==> src/rtl/pipe_ctrl_pkg.sv <==
// rtl/pipe_ctrl_pkg.sv - shared FSM encoding and constants for the pipeline stall controller
package pipe_ctrl_pkg;

  // Divider handshake sequencer states
  typedef enum logic [1:0] {
    RUN      = 2'd0,
    DIV_WAIT = 2'd1,
    DIV_DONE = 2'd2
  } state_t;

  // Architectural zero register: writes to it are discarded, so it never carries a dependency
  localparam int REG_ZERO = 0;

endpackage

==> src/rtl/pipe_hazard_det.sv <==
// rtl/pipe_hazard_det.sv - load-use and branch-operand hazard detect (combinational)
import pipe_ctrl_pkg::*;

module pipe_hazard_det #(
  parameter int REG_AW = 5
) (
  input  logic [REG_AW-1:0] rsD,
  input  logic [REG_AW-1:0] rtD,
  input  logic              branchD,
  input  logic [REG_AW-1:0] writeregE,
  input  logic              regwriteE,
  input  logic              memtoregE,
  input  logic [REG_AW-1:0] writeregM,
  input  logic              memtoregM,
  output logic              hazard_stall
);

  localparam logic [REG_AW-1:0] ZERO_REG = REG_AW'(REG_ZERO);

  logic e_hit;
  logic m_hit;
  logic load_use;
  logic branch_dep;

  // E writes a nonzero register that D reads
  assign e_hit = regwriteE && (writeregE != ZERO_REG) &&
                 ((writeregE == rsD) || (writeregE == rtD));

  // M holds a load whose data is not yet forwardable to the D-stage comparator
  assign m_hit = memtoregM && (writeregM != ZERO_REG) &&
                 ((writeregM == rsD) || (writeregM == rtD));

  // A load in E cannot forward to E in time; a branch in D compares before any forward arrives
  assign load_use     = memtoregE && e_hit;
  assign branch_dep   = branchD && (e_hit || m_hit);
  assign hazard_stall = load_use || branch_dep;

endmodule

==> src/rtl/pipe_stall_ctrl.sv <==
// rtl/pipe_stall_ctrl.sv - pipeline stall/flush sequencer with divider handshake; PIPE_CTRL_PERF_EN adds perf counters
import pipe_ctrl_pkg::*;

module pipe_stall_ctrl #(
  parameter int REG_AW = 5,
  parameter int CNT_W  = 32
) (
  input  logic              clk,
  input  logic              rst,
  input  logic [REG_AW-1:0] rsD,
  input  logic [REG_AW-1:0] rtD,
  input  logic              branchD,
  input  logic [REG_AW-1:0] writeregE,
  input  logic              regwriteE,
  input  logic              memtoregE,
  input  logic [REG_AW-1:0] writeregM,
  input  logic              memtoregM,
  input  logic              div_opE,
  input  logic              div_ready,
  input  logic              i_stall,
  input  logic              d_stall,
  input  logic              exceptM,
  output logic              div_start,
  output logic              div_abort,
  output logic              stallF,
  output logic              stallD,
  output logic              stallE,
  output logic              stallM,
  output logic              stallW,
  output logic              flushD,
  output logic              flushE,
  output logic              flushM,
`ifdef PIPE_CTRL_PERF_EN
  output logic              flushW,
  output logic [CNT_W-1:0]  perf_stall_cnt,
  output logic [CNT_W-1:0]  perf_flush_cnt
`else
  output logic              flushW
`endif
);

  if (CNT_W < 1 || REG_AW < 1) begin : g_bad_param
    $error("pipe_stall_ctrl: CNT_W and REG_AW must be at least 1");
  end

  state_t state;
  state_t next_state;
  logic   hazard_stall;
  logic   mem_stall;
  logic   exc_flush;

  pipe_hazard_det #(.REG_AW(REG_AW)) u_hazard (
    .rsD          (rsD),
    .rtD          (rtD),
    .branchD      (branchD),
    .writeregE    (writeregE),
    .regwriteE    (regwriteE),
    .memtoregE    (memtoregE),
    .writeregM    (writeregM),
    .memtoregM    (memtoregM),
    .hazard_stall (hazard_stall)
  );

  assign mem_stall = i_stall || d_stall;
  // An exception held behind a memory stall is acted on only once the stall drops (M is frozen)
  assign exc_flush = rst && !mem_stall && exceptM;

  // Priority mux: memory stall > exception > divider > data hazard; everything quiet in reset
  always_comb begin
    next_state = state;
    div_start  = 1'b0;
    div_abort  = 1'b0;
    stallF     = 1'b0;
    stallD     = 1'b0;
    stallE     = 1'b0;
    stallM     = 1'b0;
    stallW     = 1'b0;
    flushD     = 1'b0;
    flushE     = 1'b0;
    flushM     = 1'b0;
    flushW     = 1'b0;
    if (!rst) begin
      next_state = RUN;
    end else if (mem_stall) begin
      stallF = 1'b1;
      stallD = 1'b1;
      stallE = 1'b1;
      stallM = 1'b1;
      stallW = 1'b1;
    end else if (exceptM) begin
      flushD     = 1'b1;
      flushE     = 1'b1;
      flushM     = 1'b1;
      flushW     = 1'b1;
      div_abort  = (state == DIV_WAIT);
      next_state = RUN;
    end else begin
      case (state)
        RUN: begin
          if (div_opE) begin
            div_start  = 1'b1;
            stallF     = 1'b1;
            stallD     = 1'b1;
            stallE     = 1'b1;
            flushM     = 1'b1;
            next_state = DIV_WAIT;
          end else if (hazard_stall) begin
            stallF = 1'b1;
            stallD = 1'b1;
            flushE = 1'b1;
          end
        end
        DIV_WAIT: begin
          // E is frozen on the divide, so data hazards are moot and E must not be bubbled
          stallF = 1'b1;
          stallD = 1'b1;
          stallE = 1'b1;
          flushM = 1'b1;
          if (div_ready) next_state = DIV_DONE;
        end
        DIV_DONE: begin
          // div_opE is still high here as the finished divide leaves E; do not restart it
          if (hazard_stall) begin
            stallF = 1'b1;
            stallD = 1'b1;
            flushE = 1'b1;
          end
          next_state = RUN;
        end
        default: next_state = RUN;
      endcase
    end
  end

  // Divider handshake state register
  always_ff @(posedge clk or negedge rst) begin
    if (!rst) state <= RUN;
    else      state <= next_state;
  end

`ifdef PIPE_CTRL_PERF_EN
  // Saturating counters of fetch-stall cycles and exception flushes
  always_ff @(posedge clk or negedge rst) begin
    if (!rst) begin
      perf_stall_cnt <= '0;
      perf_flush_cnt <= '0;
    end else begin
      if (stallF && (perf_stall_cnt != {CNT_W{1'b1}}))
        perf_stall_cnt <= perf_stall_cnt + CNT_W'(1);
      if (exc_flush && (perf_flush_cnt != {CNT_W{1'b1}}))
        perf_flush_cnt <= perf_flush_cnt + CNT_W'(1);
    end
  end
`else
  logic unused_exc_flush;
  assign unused_exc_flush = exc_flush;
`endif

endmodule

==> config.mk <==
export PLATFORM = sky130hd
export DESIGN_NAME = pipe_stall_ctrl
export DESIGN_NICKNAME = d
export VERILOG_FILES = /design/src/rtl/pipe_ctrl_pkg.sv /design/src/rtl/pipe_hazard_det.sv /design/src/rtl/pipe_stall_ctrl.sv
export SDC_FILE = /design/constraint.sdc
export NUM_CORES = 1
export LEC_CHECK = 0
export CORE_MARGIN = 5
export CORE_UTILIZATION = 33
export DETAILED_ROUTE_END_ITERATION = 16
export PLACE_DENSITY_LB_ADDON = 0.05
export SYNTH_ARGS = -nofsm -noshare
export SYNTH_HDL_FRONTEND = slang
export SYNTH_SLANG_ARGS = --single-unit
==> constraint.sdc <==
create_clock -name clk -period 3.3 [get_ports clk]
set_clock_uncertainty 0.1 [all_clocks]
set_input_delay 0.825 -clock clk [delete_from_list [all_inputs] [get_ports clk]]
set_output_delay 0.825 -clock clk [all_outputs]
set_load 0.01 [all_outputs]
==> results.sh, run 1 <==
export IMPL_cts_made_buffers=3
export IMPL_synth_area_um2=475.5
export IMPL_ant_nets=0
export IMPL_yosys_warnings=0
export IMPL_startpoint_type="input pin"
export IMPL_yosysTopAreaCellShare_pct=36.84
export IMPL_grt_first_pass_wirelength_um=2677
export IMPL_crit_fanout=2
export IMPL_overflow=0
export IMPL_cp_required_ns=2.37
export IMPL_setup_tns_ns=0
export IMPL_layout_nets=154
export IMPL_multi_input_area_um2=415.4
export IMPL_p_leak_nw=0.6328
export IMPL_crit_top_cell="clkdlybuf4s50_1"
export IMPL_drt_pass1_iter_count=4
export IMPL_max_flop_register="state"
export IMPL_max_cap_violations=0
export IMPL_clock_root_buffer="clkbuf_4"
export IMPL_fin_crit_ns=3.219
export IMPL_drcViolationCount=0
export IMPL_rsz0062_at_grt="yes"
export IMPL_io_buffers=41
export IMPL_reg_largest_list="state: 2 flops"
export IMPL_dieArea_mm2=0.002300
export IMPL_largest_reg_flops=2
export IMPL_hold_class="flip-flop to flip-flop"
export IMPL_antenna_found_initial=0
export IMPL_worst_slew_pin_slew_ns=0.2970
export IMPL_drive_above_1_share_pct=19.01
export IMPL_crit_chain="clkdlybuf4s50_1 -> nor2_1 -> o31ai_1 -> nand2_1 -> inv_1 -> clkdlybuf4s50_1"
export IMPL_ys_flop_type="dfrtp_1"
export IMPL_critPathBufInv=3
export IMPL_synth_cells=68
export IMPL_yosysMostFrequentCell="xnor2_1"
export IMPL_slowest_delay_ns=0.53
export IMPL_start_util_pct=35.65
export IMPL_synth_edff_count=0
export IMPL_synth_ff_latch_count=2
export IMPL_grt_total_usage_pct=16.35
export IMPL_grt_max_degree=8
export IMPL_min_period_over_period_pct=97.54
export IMPL_fillCellCount=99
export IMPL_ios=42
export IMPL_synthDistinctLibCells=22
export IMPL_synthTopCellsByCount="20 x xnor2_1, 7 x nand2_1, 7 x nor2_1"
export IMPL_setup_violations=0
export IMPL_fp_dieW_um=47.96
export IMPL_cts_clk_slew_worst_paths_ns=0.03
export IMPL_status="finished, final reports clean"
export IMPL_area_growth_pct=122.9
export IMPL_stdcell_count=136
export IMPL_core_area_mm2=0.001334
export IMPL_n_antenna_cell=0
export IMPL_irDropWorstVdd_uv=173.9
export IMPL_dieHeight_um=47.96
export IMPL_slew_violations=0
export IMPL_slew_limit_headroom_pct=80.17
export IMPL_h_tree_depth=1
export IMPL_cts_buffer_depth=2
export IMPL_hold_viol_final=0
export IMPL_synth_top_area_cell="xnor2_1"
export IMPL_netlist_top_cells_area="xnor2_1 37%, dfrtp_1 11%, nand3_1 6.3%, nand2_1 5.5%, nor2_1 5.5%"
export IMPL_clkLatencyLatePin_ns=0.22
export IMPL_hold_buffers=0
export IMPL_cp_end_kind="primary output"
export IMPL_r2r_slack_ns=2.13
export IMPL_critPathTopFamily="buffers and inverters"
export IMPL_tritoncts="yes"
export IMPL_vias=684
export IMPL_place_congestion=0.8050
export IMPL_critical_path_class="input pin to primary output"
export IMPL_post_cts_buffers=0
export IMPL_drt_iter0_drc=13
export IMPL_syn_avg_cell_area_um2=6.992
export IMPL_grt_pass1_vias=669
export IMPL_postRouteWirelength_um=1892
export IMPL_fmax_ghz=0.3107
export IMPL_cp_arrival_ns=2.29
export IMPL_place_hpwl_um=1519
export IMPL_place_inst=133
export IMPL_power_density_mw_per_mm2=182.8
export IMPL_seq_area_um2=50.05
export IMPL_async_flop_share_pct=100.0
export IMPL_numClockSinks=2
export IMPL_holdWs_ns=0.5457
export IMPL_avgViaCountPerCell=5.029
export IMPL_synth_seq_area_share_pct=10.53
export IMPL_crit_path_top_delay_cell="clkdlybuf4s50_1"
export IMPL_avgRoutedWirePerCell_um=13.91
export IMPL_synth_nets=99
export IMPL_row_count=13
-- per-layer routing --
| layer | track usage (%) | part of all wire [%] | up-vias |
|---|---|---|---|
| met5 | 0 | 0 | - |
| met4 | 3.226 | 0 | 0 |
| met3 | 3.383 | 8.3 | 0 |
| met2 | 29.82 | 52 | 28 |
| met1 | 19.52 | 40 | 316 |
| li1 | - | - | 340 |
-- layout by cell type, fill, tap and decap left out, types with 2 or more instances in the layout --
cell type / n
nand3_1: 6
dlygate4sd2_1: 4
nor2_1: 6
o21ai_0: 3
buf_2: 2
clkdlybuf4s50_1: 13
inv_1: 4
clkbuf_4: 3
nand2_1: 7
dlymetal6s2s_1: 21
o22ai_2: 2
xnor2_1: 20
dfrtp_1: 2
buf_4: 12
-- power by group --
part | total [mW] | internal, mW | switching, mW
sequential | 0.0262 | 0.0252 | 0.000996
clock | 0.0525 | 0.0400 | 0.0125
combinational | 0.115 | 0.0679 | 0.0471
-- final timing paths --
path	start	to	depth (start not counted)
worst max-delay path	div_opE	stallE	6
worst min-delay path	state[1]$_DFFE_PN0P_	state[1]$_DFFE_PN0P_	2
worst max register to register	state[1]$_DFFE_PN0P_	state[1]$_DFFE_PN0P_	4
worst min register to register	state[1]$_DFFE_PN0P_	state[1]$_DFFE_PN0P_	2
max in group asynchronous	rst	state[1]$_DFFE_PN0P_	3
min in group asynchronous	rst	state[0]$_DFFE_PN0P_	3
-- cells by family after synthesis --
family | share of synthesized area, %
AOI/OAI and AO/OA | 17.89
DFF | 10.53
xor gates and xnor gates | 36.84
and+or+nand+nor | 26.85
buffers and inverters | 7.893
-- worst register-to-register path, cell delays in order (launching register included) --
cell and delay (ns):
dfrtp_1 0.45, nor3_2 0.17, buf_4 0.14, nand3_1 0.06, o21ai_0 0.16
-- cell type report --
class	instances	area share [%]
Sequential cell	2	4.723
Clock buffer	3	2.125
Inverter	4	1.417
Tap cell	15	1.771
Multi-Input combinational cell	59	39.20
Timing Repair Buffer	53	50.77
-- through the flow --
stage / utilization (%) / area [µm²] / setup WS, ns / power [mW]
final: 79.46 / 1060 / 0.08131 / 0.1937
after detailed placement: 72.89 / 972.2 / -0.5001 / 0.1420
after floorplan: - / 475.5 / 0.3090 / 0.07014
after CTS: 74.30 / 991.0 / 0.006946 / 0.1955
after global routing: 79.46 / 1060 / -0.06598 / 0.2085
after global placement: 72.89 / 972.2 / -0.4343 / 0.1397
-- timing repair --
item | 4_1_cts | 5_1_grt
gates resized for setup | 15 | 25
hold endpoints to repair | 0 | 0
setup endpoints to repair | 4 | 9
pin swaps | 0 | 5
Power figures use the tool's default switching activity.
==> run 2: changes to the inputs <==
- SLEW_MARGIN: unset -> 5
==> results of run 2 <==
No change in the layout: final DEF, timing and power equal those of run 1.
